$ cat config.mk
export PLATFORM = sky130hd
export DESIGN_NAME = wave_gen_nco
export DESIGN_NICKNAME = d
export VERILOG_FILES = /design/src/rtl/wave_gen_nco.sv
export SDC_FILE = /design/constraint.sdc
export NUM_CORES = 1
export LEC_CHECK = 0
export ABC_AREA = 1
export BUFFER_PORTS_ARGS = -buffer_cell sky130_fd_sc_hd__buf_2
export CELL_PAD_IN_SITES_DETAIL_PLACEMENT = 1
export CELL_PAD_IN_SITES_GLOBAL_PLACEMENT = 2
export CORE_MARGIN = 4
export CORE_UTILIZATION = 37
export CTS_CLUSTER_SIZE = 28
export DETAILED_ROUTE_END_ITERATION = 8
export PLACE_DENSITY = 0.88
export SLEW_MARGIN = 20
export SYNTH_ARGS = -nofsm -noshare
export SYNTH_HDL_FRONTEND = slang
export SYNTH_SLANG_ARGS = --single-unit
$ cat constraint.sdc
create_clock -name clk -period 7.41 [get_ports clk]
set_input_delay 0.3705 -clock clk [delete_from_list [all_inputs] [get_ports clk]]
set_output_delay 0.3705 -clock clk [all_outputs]
set_load 0.01 [all_outputs]
$ cat src/rtl/wave_gen_nco.sv
// wave_gen_nco: phase-accumulator NCO producing triangle, saw and square
// samples, either continuously or as a burst of a fixed number of periods.
//
// Ports:
//   clk          rising-edge clock
//   reset        asynchronous active-high reset
//   run          level enable; high starts/continues, low aborts to idle
//   mode         0 triangle, 1 rising saw, 2 square, 3 falling saw
//   delta_phase  phase increment per clock
//   duty         square-wave high threshold (high while s < duty)
//   cycles       burst length in full periods, 0 = continuous
//   sample       registered waveform sample (0 outside RUN)
//   active       high while running
//   done         one-clock pulse after a burst completes
module wave_gen_nco #(
    parameter int PHASE_W = 32,
    parameter int OUT_W   = 12,
    parameter int CYC_W   = 16
) (
    input  logic               clk,
    input  logic               reset,
    input  logic               run,
    input  logic [1:0]         mode,
    input  logic [PHASE_W-1:0] delta_phase,
    input  logic [OUT_W-1:0]   duty,
    input  logic [CYC_W-1:0]   cycles,
    output logic [OUT_W-1:0]   sample,
    output logic               active,
    output logic               done
);

    typedef enum logic [1:0] {
        ST_IDLE = 2'd0,
        ST_RUN  = 2'd1,
        ST_DONE = 2'd2
    } state_t;

    state_t state_q;
    state_t state_d;

    logic [PHASE_W-1:0] phase_q;
    logic [PHASE_W-1:0] delta_q;
    logic [PHASE_W:0]   phase_sum;
    logic               carry;

    logic [1:0]         mode_q;
    logic [OUT_W-1:0]   duty_q;
    logic [CYC_W-1:0]   cycles_q;
    logic [CYC_W-1:0]   elapsed_q;
    logic [CYC_W-1:0]   elapsed_inc;
    logic               last_period;

    logic [OUT_W:0]     a;
    logic [OUT_W-1:0]   s;
    logic [OUT_W-1:0]   tri_v;
    logic [OUT_W-1:0]   wave;

    logic [OUT_W-1:0]   sample_q;
    logic               done_q;

    // Extra top bit of the sum is the carry-out marking one full period.
    assign phase_sum   = {1'b0, phase_q} + {1'b0, delta_q};
    assign carry       = phase_sum[PHASE_W];
    assign elapsed_inc = elapsed_q + CYC_W'(1);
    assign last_period = (cycles_q != '0) && carry
                         && (elapsed_inc == cycles_q);

    // Triangle uses one more phase bit than the saw so that the fold
    // gives a full 0..max..0 sweep without repeating the peak.
    assign a     = phase_q[PHASE_W-1 -: OUT_W+1];
    assign s     = phase_q[PHASE_W-1 -: OUT_W];
    assign tri_v = a[OUT_W] ? ~a[OUT_W-1:0] : a[OUT_W-1:0];

    always_comb begin
        wave = '0;
        unique case (mode_q)
            2'd0: wave = tri_v;
            2'd1: wave = s;
            2'd2: wave = (s < duty_q) ? '1 : '0;
            2'd3: wave = ~s;
        endcase
    end

    // State register
    always_ff @(posedge clk or posedge reset) begin
        if (reset) begin
            state_q <= ST_IDLE;
        end else begin
            state_q <= state_d;
        end
    end

    // Next-state logic; run low wins over burst completion.
    always_comb begin
        state_d = state_q;
        unique case (state_q)
            ST_IDLE: begin
                if (run) state_d = ST_RUN;
            end
            ST_RUN: begin
                if (!run)            state_d = ST_IDLE;
                else if (last_period) state_d = ST_DONE;
            end
            ST_DONE: begin
                if (!run) state_d = ST_IDLE;
            end
            default: state_d = ST_IDLE;
        endcase
    end

    // Datapath registers
    always_ff @(posedge clk or posedge reset) begin
        if (reset) begin
            phase_q   <= '0;
            elapsed_q <= '0;
            delta_q   <= '0;
            mode_q    <= '0;
            duty_q    <= '0;
            cycles_q  <= '0;
            sample_q  <= '0;
            done_q    <= 1'b0;
        end else begin
            done_q <= 1'b0;
            unique case (state_q)
                ST_IDLE: begin
                    sample_q <= '0;
                    if (run) begin
                        phase_q   <= '0;
                        elapsed_q <= '0;
                        delta_q   <= delta_phase;
                        mode_q    <= mode;
                        duty_q    <= duty;
                        cycles_q  <= cycles;
                    end
                end
                ST_RUN: begin
                    if (!run || last_period) begin
                        phase_q   <= '0;
                        elapsed_q <= '0;
                        sample_q  <= '0;
                        done_q    <= run;
                    end else begin
                        phase_q  <= phase_sum[PHASE_W-1:0];
                        sample_q <= wave;
                        if (carry) elapsed_q <= elapsed_inc;
                    end
                end
                ST_DONE: begin
                    sample_q <= '0;
                end
                default: begin
                    sample_q <= '0;
                end
            endcase
        end
    end

    // Outputs
    always_comb begin
        active = (state_q == ST_RUN);
        done   = done_q;
        sample = sample_q;
    end

endmodule

# After elaboration in Yosys (flattened, before gate mapping)
# Cells that the tools add are included.
[word_totals]
latchBits = 0
ramBits = 0
elab_cells = 55
mem_bits_ro = 0
inputBits = 65
regBits = 125
n_memories = 0
output_inout_bits = 14
[classes]
reduce_logical = 12
div = 0
n_shift = 0
multipliers = 0
eq_ne = 10
bitwise = 2
add_sub_neg = 2
n_lt_le_gt_ge = 1
mux = 19
[ops]
columns = ["op", "count"]
rows = [
  ["$mux 32", 2],
  ["$pmux 32 s2", 1],
  ["$mux 12", 4],
  ["$mux 16", 3],
  ["$pmux 12 s4", 1],
  ["$add 32x32->33", 1],
  ["$pmux 16 s2", 1],
  ["$not 12->12", 2],
  ["$add 16x1->16 const B", 1],
  ["$eq 16x16->1", 1],
  ["$reduce_bool 16->1", 1],
  ["$lt 12x12->1", 1],
  ["$mux 2", 4],
  ["$eq 2x2->1 const B", 3],
  ["$pmux 2 s3", 1],
  ["$reduce_and 3->1", 2],
  ["$eq 2x1->1 const B", 2],
  ["$logic_not 2->1", 2],
  ["$ne 2x2->1 const B", 2],
  ["$reduce_and 2->1", 2],
  ["$ne 3x1->1 const B", 1],
  ["$ne 3x2->1 const B", 1],
  ["$logic_and 1x1->1", 2],
  ["$mux 1", 2],
  ["other kinds (3)", 3],
]

# Logic depth before layout (Yosys ltp)
# Gate-level depths: netlist of the first run.
[depth]
ltp_word = 6
mapped_depth = 17
mapped_depth_nobuf = 16

# Worst setup path after synthesis of the first run
# Ideal clock, no wire load.
[synth_timing]
kind = "flip-flop to flip-flop"
from = "register phase_q[0]"
to = "register phase_q[14]"
t_required_ns = 7.287
slack_ns = 5.006
setup_time_ns = 0.123
synth_period_minus_slack_ns = 2.404
stages_incl_launch_ff = 18
arrival_ns = 2.281
cell_sequence = "dfrtp_1 > ha_1 > inv_1 > fa_1 > inv_1 > nand2_1 > a21oi_1 > nand2_1 > nand2_1 > nand2_1 > nand2_1 > nand2_1 > nand2_1 > nand4_2 > nand2_1 > buf_6 > buf_8 > o21ai_1"
[synth_via]
elab_chain_cells = 6
[synth_lines]
columns = ["item", "line", "text"]
rows = [
  ["start: declaration", "41", "logic [PHASE_W-1:0] phase_q;"],
  ["start signal: assignment", "143", "phase_q <= phase_sum[PHASE_W-1:0];"],
  ["$add 32x32->33 (*)", "62", "assign phase_sum = {1'b0, phase_q} + {1'b0, delta_q};"],
  ["$logic_and 1x1->1", "65", "assign last_period = (cycles_q != '0) && carry"],
  ["$logic_and 1x1->1", "66", "&& (elapsed_inc == cycles_q);"],
  ["$logic_or 1x1->1", "137", "if (!run || last_period) begin"],
  ["$mux 32 (*)", "137", ""],
  ["$pmux 32 s2 (*)", "124", "unique case (state_q)"],
]
# Every way passes the cells marked *; elsewhere a longest branch is shown, timed or not.
# A chain may end at the register's enable or synchronous reset.

# Final worst setup path of the first run
[layout_timing]
from = "register phase_q[0]"
to = "register phase_q[2]"
# The elaborated chain is that of the path after synthesis.

==> impl_summary.txt, run 1 <==
----------------------------------------------------
[Outcome]
  Result of the run ... completed

[Power]
  Proportion of power drawn by the clock network ... 27.8%
  Worst ir drop on vdd ... 0.153 mV
  Net switching power of the design ... 0.00120 W
  Switch share ... 40.6%
  Sequential power share ... 33.0%
  Cell internal power dissipation ... 0.00176 W
  Reported leakage power ... 4.84 nW
  Gate power share ... 39.2%
  Power per standard cell area ... 318 mW/mm^2

[Drt]
  Via count ... 7736
  Remaining design rule violation count ... 0
  Average routed wire per standard cell ... 16.9 um
  Detail Route Antenna Nets ... 0
  WL final ... 25200 um
  Detailed router's first-iteration violation count ... 372
  Drt pass-1 iters ... 5
  Detailed-route vias per instance ... 5.20

[Floorplan]
  Num ports ... 79
  Initial Util ... 38.1%
  Die Span Y ... 156 um
  Core area ... 0.0213 sq mm
  Rows ... 53
  Horizontal extent of the die ... 156 um
  Die Outline Area ... 0.0243 sq mm

[Timing]
  Max transition margin ... 30.3%
  Final Hold Vio Count ... 0
  Final total negative setup slack ... 0 ns
  Final slew viol count ... 0
  Unrepaired setup endpoints after global routing ... no
  Min cycle time layout ... 4.15 ns
  Final clock skew ... 0.0121 ns
  Max frequency ... 0.241 GHz
  Tcrit/Tclk final ... 56.0%
  Actual transition at the worst max-transition pin ... 1.04 ns
  Final setup violation count ... 0

[Cells and area]
  Filler-free cell count of the finished design ... 1489
  Final design area excluding fillers ... 0.00931 sq mm
  Count of fill cells added during filler insertion ... 2768
  Fraction of layout instances using a drive strength above 1 ... 10.7%
  Utilization after layout ... 43.7%
  Final #Nets ... 1314
  Area growth syn-to-layout ... 14.8%
  Antenna cell count ... 0

[Worst hold path]
  Worst Hold Class ... in2async

[Setup path]
  CP endpoint kind ... flop
  Critical Path AT ... 4.41 ns
  Crit path required time ... 7.68 ns
  Crit Path Max Fanout ... 34
  Worst setup path class ... reg2reg
  Critical path startpoint category ... flop
  Terminus of the critical flop-to-flop path ... phase_q[2]
  Launch point of the worst reg-to-reg path ... phase_q[0]
  Worst r2r path cells ... 15
  Slack of the worst reg-to-reg path ... 3.26 ns

[Yosys]
  Total nets after synthesis ... 1245
  Register bit total from synthesis ... 125
  Mapped Cells ... 1135
  Syn. warnings ... 0
  Post-synth top area share ... 38.6%
  Main area contributors after synthesis ... dfrtp_1, nand2_1, ha_1, o21ai_0, inv_1
  Cell accounting for the most synthesized area ... dfrtp_1
  Sequential-to-total area share from yosys stat ... 38.6%
  Cell area after technology mapping ... 0.00811 sq mm
  Number of unique standard cell types used by synthesis ... 37
  Avg Synthesized Cell Area ... 7.14 sq um

[Placed design]
  Number of placed instances with taps included ... 1460
  Standard cell area after detailed placement ... 0.00875 sq mm
  Number of port buffers ... 78
  Weighted congestion reported at the end of routability-driven placement ... 0.898
  Final HPWL from detailed placement ... 18700 um

[Clocking]
  Hold-fix buffers at CTS ... 0
  H-tree depth ... 4
  Number of buffers inserted by post-CTS setup repair ... 0
  Clk root buf ... clkbuf_16
  Worst-Skew Late Latency ... 0.43 ns
  Sinks on Clock Net ... 125
  Clock Path Buffers ... 2
  CTS tree ... yes
  Resized Gates After CTS ... 0
  Clock transition at the register clock pins on the worst setup and hold paths after CTS ... 0.06 ns
  TritonCTS Buffers ... 17

[Global routing]
  Remaining global-route overflow ... 0
  Pin count of the biggest net entering global routing ... 70
  Initial antenna violation count ... 0
  Wire length of the first global-routing pass ... 42500 um
  Total Routing Usage GR ... 21.8%
  Vias in the first global route ... 8230

[Job]
  Max-cap violations ... 0

----------------------------------------------------
per-layer routing:
| layer | vias up | GRT usage, % | part of all wire, % |
|---|---|---|---|
| met1 | 3774 | 27.9 | 46 |
| li1 | 3823 | - | - |
| met3 | 26 | 3.97 | 3.0 |
| met5 | - | 0 | 0 |
| met4 | 0 | 5.92 | 1.5 |
| met2 | 113 | 37.7 | 50 |
synthesized netlist by cell type (all sizes together):
cell and count:
buf 6, a21boi 3, a31oi 4, o21ai 100, o211ai 12, nand3 61, nand4 36, and3 1
nand2 386, a21o 4, ha 44, inv 113, or2 2, o21bai 9, dfrtp 125, nand3b 6
nor4 3, nor2 98, xor2 19, fa 1, xnor2 16, clkbuf 28, clkinv 1, a21oi 45
nor3 11, xnor3 1
power by group through the flow:
stage	combinational [W]	clock, W	sequential (W)
after floorplan	0.000866	0	0.000931
after global placement	0.00113	0	0.000981
after detailed placement	0.00116	0	0.000988
after CTS	0.00117	0.000844	0.000978
after global routing	0.00134	0.000880	0.00100
final	0.00116	0.000824	0.000979
metrics by stage:
step	hold slack, ns	power, W	setup WS (ns)
CTS	0.0910	0.00299	2.81
detailed placement	0.469	0.00214	2.86
floorplan	0.446	0.00180	3.71
global placement	0.464	0.00211	3.11
finish	0.0686	0.00297	3.26
global route	0.117	0.00322	2.88
state kept, by name, indices dropped and copies added (netlist names):
name	flops
phase_q	32
elapsed_q	16
state_q	2
delta_q	32
done	1
cycles_q	16
sample	12
duty_q	12
mode_q	2
worst max-delay path by stage:
| stage | startpoint | endpoint | slack [ns] | cells after the start |
|---|---|---|---|---|
| CTS | phase_q[0] | phase_q[2] | 2.81 | 15 |
| global route | phase_q[0] | phase_q[2] | 2.88 | 15 |
| global placement | phase_q[0] | phase_q[23] | 3.11 | 15 |
| floorplan | reset | cycles_q[0] | 3.71 | 1 |
| finish | phase_q[0] | phase_q[2] | 3.26 | 15 |
| detailed placement | phase_q[0] | phase_q[8] | 2.86 | 15 |
logic make-up after synthesis:
kind of cell | count (synthesis) | share of synthesized area (%)
buffers and inverters | 148 | 7.14
AND/OR/NAND/NOR | 604 | 31.3
flip-flops | 125 | 38.6
AO/OA/AOI/OAI | 177 | 11.9
adder cells (fa/ha/maj) | 45 | 7.04
XOR/XNOR | 36 | 4.06
final cells by class:
cell class | count | area (sq um) | area share [%]
inverter | 114 | 430 | 4.62
sequential | 125 | 3130 | 33.6
clock buffer | 21 | 470 | 5.05
timing repair buffer | 84 | 435 | 4.68
multi-input combinational | 862 | 4410 | 47.4
clock inverter | 8 | 92.6 | 0.994
tap | 275 | 344 | 3.70
cells in the final DEF, fill, tap and decap left out, types with 6 or more instances in the layout:
master | synthesis | final
clkbuf_16 | 0 | 17
xnor2_1 | 16 | 16
buf_4 | 0 | 6
o21bai_1 | 8 | 8
nand2_1 | 382 | 381
dfrtp_1 | 125 | 125
nand3b_1 | 6 | 6
nand3_1 | 61 | 61
xor2_1 | 19 | 19
inv_1 | 113 | 112
buf_2 | 3 | 78
o21ai_0 | 89 | 89
nor3_1 | 11 | 10
a21oi_1 | 45 | 45
ha_1 | 44 | 44
nand4_1 | 35 | 35
o21ai_1 | 11 | 11
o211ai_1 | 12 | 12
nor2_1 | 92 | 91
worst max-delay path: stages, from the launching register on:
cell and delay (ns):
dfrtp_1 0.36, ha_1 0.19, inv_1 0.07, fa_1 0.39, inv_1 0.07, nand2_1 0.05, a21oi_1 0.25, nand2_1 0.08
nand2_1 0.13, nand2_1 0.06, nand2_1 0.17, nand2_1 0.10, nand2_1 0.13, nand4_2 0.82, nand2_2 0.92, o21ai_0 0.21
No activity file was read; power rests on OpenSTA's default activity.
==> inputs of run 2 (changes only) <==
Settings changed: ABC_AREA 1 to 0, CORE_UTILIZATION 37 to 38, PLACE_DENSITY 0.88 to 0.83.
Clock period 7.41 ns to 4.28 ns, I/O delays scaled along.
==> run 2 against run 1 <==
The flow now finishes with violations (hold timing). Register-to-register slack lost 2.5 ns. Fmax grew 17%. Setup slack lost 2.5 ns. Highest routed layer unchanged.
==> impl_summary.txt, run 2 <==
----------------------------------------------------
[Clocking]
  Hold-fix buffers at CTS ... 1
  H-tree depth ... 4
  Number of buffers inserted by post-CTS setup repair ... 0
  TritonCTS Buffers ... 17
  Clock Path Buffers ... 2
  Worst-Skew Late Latency ... 0.42 ns
  Clk root buf ... clkbuf_16
  Clock transition at the register clock pins on the worst setup and hold paths after CTS ... 0.06 ns
  Resized Gates After CTS ... 0
  Sinks on Clock Net ... 125
  CTS tree ... yes

[Global routing]
  Remaining global-route overflow ... 0
  Vias in the first global route ... 6749
  Wire length of the first global-routing pass ... 35400 um
  Total Routing Usage GR ... 19.6%
  Pin count of the biggest net entering global routing ... 126
  Initial antenna violation count ... 0

[Placed design]
  Number of port buffers ... 78
  Final HPWL from detailed placement ... 15200 um
  Weighted congestion reported at the end of routability-driven placement ... 0.801

[Floorplan]
  Die Span Y ... 150 um
  Rows ... 51
  Horizontal extent of the die ... 150 um
  Die Outline Area ... 0.0225 sq mm
  Core area ... 0.0197 sq mm
  Num ports ... 79
  Initial Util ... 39.0%

[Timing]
  Unrepaired setup endpoints after global routing ... no
  Max frequency ... 0.283 GHz
  Max transition margin ... 35.8%
  Final total negative setup slack ... 0 ns
  Actual transition at the worst max-transition pin ... 0.962 ns
  Final Hold Vio Count ... 42
  Final slew viol count ... 0
  Tcrit/Tclk final ... 82.6%
  Hold slack ... -0.107 ns
  Min cycle time layout ... 3.54 ns
  Final clock skew ... 0.00973 ns
  Final setup violation count ... 0

[Drt]
  Detailed-route vias per instance ... 5.51
  Wire length on met2 ... 9920 um
  Drt pass-1 iters ... 4
  Detail Route Antenna Nets ... 0
  Met3 routed WL ... 670 um
  WL final ... 21000 um
  Via count ... 6373
  Highest metal used ... met4
  Detailed router's first-iteration violation count ... 242
  Average routed wire per standard cell ... 18.1 um
  Remaining design rule violation count ... 0
  Sum of routed wire segments on met1 ... 10100 um

[Yosys]
  Post-synth top area share ... 40.8%
  Mapped Cells ... 813
  Post-synth EDFFs ... 0
  Cell area after technology mapping ... 0.00767 sq mm
  Synth Flop Type ... dfrtp_1
  Total nets after synthesis ... 923
  Leading cell types by count after synthesis ... dfrtp_1, nand2_1, o21ai_0
  Avg Synthesized Cell Area ... 9.43 sq um
  Synth async-reset ratio ... 100%
  Sequential-to-total area share from yosys stat ... 40.8%
  Syn. warnings ... 0
  Dominant cell by count in the synthesized netlist ... dfrtp_1
  Main area contributors after synthesis ... dfrtp_1, mux2_2, ha_1, o21ai_0, nand2_1
  Register bit total from synthesis ... 125
  Cell accounting for the most synthesized area ... dfrtp_1
  Number of unique standard cell types used by synthesis ... 64

[Setup path]
  Critical Path AT ... 3.77 ns
  Crit-path cells ... ha_1 -> and3_1 -> and3_1 -> or3b_2 -> a32oi_1 -> and4_1 -> a21o_1 -> buf_4 -> a211oi_1
  Critical path startpoint category ... flop
  Worst path slowest cell ... a21o_1
  Worst setup path class ... reg2reg
  Crit Path Max Fanout ... 24
  Most numerous cell on the critical path ... and3_1
  Maximum single-stage delay on the critical path ... 0.56 ns
  CP endpoint kind ... flop
  Kind of cell adding the most delay to the critical path ... simple AND/OR/NAND/NOR gates
  CP bufs+invs ... 1
  Crit path required time ... 4.51 ns

[Power]
  Power per standard cell area ... 614 mW/mm^2
  Net switching power of the design ... 0.00209 W
  Sequential power share ... 31.7%
  Worst ir drop on vdd ... 0.319 mV
  Cell internal power dissipation ... 0.00341 W
  Reported leakage power ... 3.99 nW
  Gate power share ... 39.5%
  Tot Pwr ... 0.00550 W
  Proportion of power drawn by the clock network ... 28.8%
  Switch share ... 37.9%

[Cells and area]
  Count of fill cells added during filler insertion ... 2315
  Top library cells by usage in the layout, fill and taps aside ... dfrtp_1, nand2_1, o21ai_0
  Most common cell after layout, fill and taps aside ... dfrtp_1
  Area growth syn-to-layout ... 16.7%
  Largest registers ranked by flip-flop count ... delta_q x32, phase_q x32
  Fraction of layout instances using a drive strength above 1 ... 20.4%
  Antenna cell count ... 0
  Final #Nets ... 989

[Outcome]
  Violations in the final reports ... hold timing
  Result of the run ... finished with violations

[Worst hold path]
  Worst Hold Class ... in2async

[Job]
  Max-cap violations ... 0

----------------------------------------------------
-- run 2: cell types whose count changed after synthesis, moves of 29 or more --
cell / change
nor2_1: -74
nand3_1: -38
nand4_1: -29
nand2_1: -276
mux2_2: +50
inv_1: -84
-- run 2: worst paths after layout --
path,from,end,slack (ns),cells after the start
hold reg to reg,phase_q[5],phase_q[5],0.49,2
max in group asynchronous,reset,phase_q[17],3.75,3
setup reg to reg,elapsed_q[0],sample[9],0.74,9
setup / recovery,elapsed_q[0],sample[9],0.74,9
min in group clk,duty[8],duty_q[8],0.01,3
hold / removal,reset,delta_q[24],-0.11,3
-- run 2: worst reg2reg max path: stages, from the launching register on --
cell	delay, ns
dfrtp_1	0.43
ha_1	0.30
and3_1	0.29
and3_1	0.20
or3b_2	0.46
a32oi_1	0.16
and4_1	0.44
a21o_1	0.56
buf_4	0.38
a211oi_1	0.11
-- run 2: per-stage QoR --
stage,std cells,hold slack [ns],setup WS [ns],area (sq um),utilization (%)
finish,1157,-0.107,0.743,8940,45.5
global route,1157,0.00718,0.498,8940,45.5
CTS,1157,0.00187,0.754,8940,45.5
detailed placement,1124,0.429,0.787,8290,42.2
global placement,1124,0.425,0.929,8290,42.2
floorplan,813,0.331,0.738,7670,-
-- run 2: logic make-up after synthesis --
group / share of synthesized area (%)
buf+inv: 3.77
fa+ha+maj: 7.44
xor+xnor: 6.63
compound gates: 18.7
mux: 7.47
flops: 40.8
simple gates: 15.2
-- run 2: layer usage --
layer | global-route usage [%] | vias to the layer above
li1 | - | 3084
met1 | 27.2 | 3178
met2 | 31.7 | 90
met3 | 3.73 | 21
met4 | 4.89 | 0
met5 | 0 | -
-- run 2: layout make-up --
class                      instances  area (sq um)  area share [%]
tap                              265           332            3.71
multi-input combinational        620          4260            47.6
clock buffer                      20           467            5.22
timing repair buffer              86           465            5.20
sequential                       125          3130            35.0
clock inverter                    12           183            2.04
inverter                          29           111            1.24
-- run 2: power by group through the flow --
stage	sequential, W	combinational (W)	clock [W]
after CTS	0.00175	0.00219	0.00162
final	0.00174	0.00217	0.00158
after global routing	0.00179	0.00246	0.00168
after detailed placement	0.00176	0.00216	0
after floorplan	0.00163	0.00168	0
after global placement	0.00175	0.00212	0
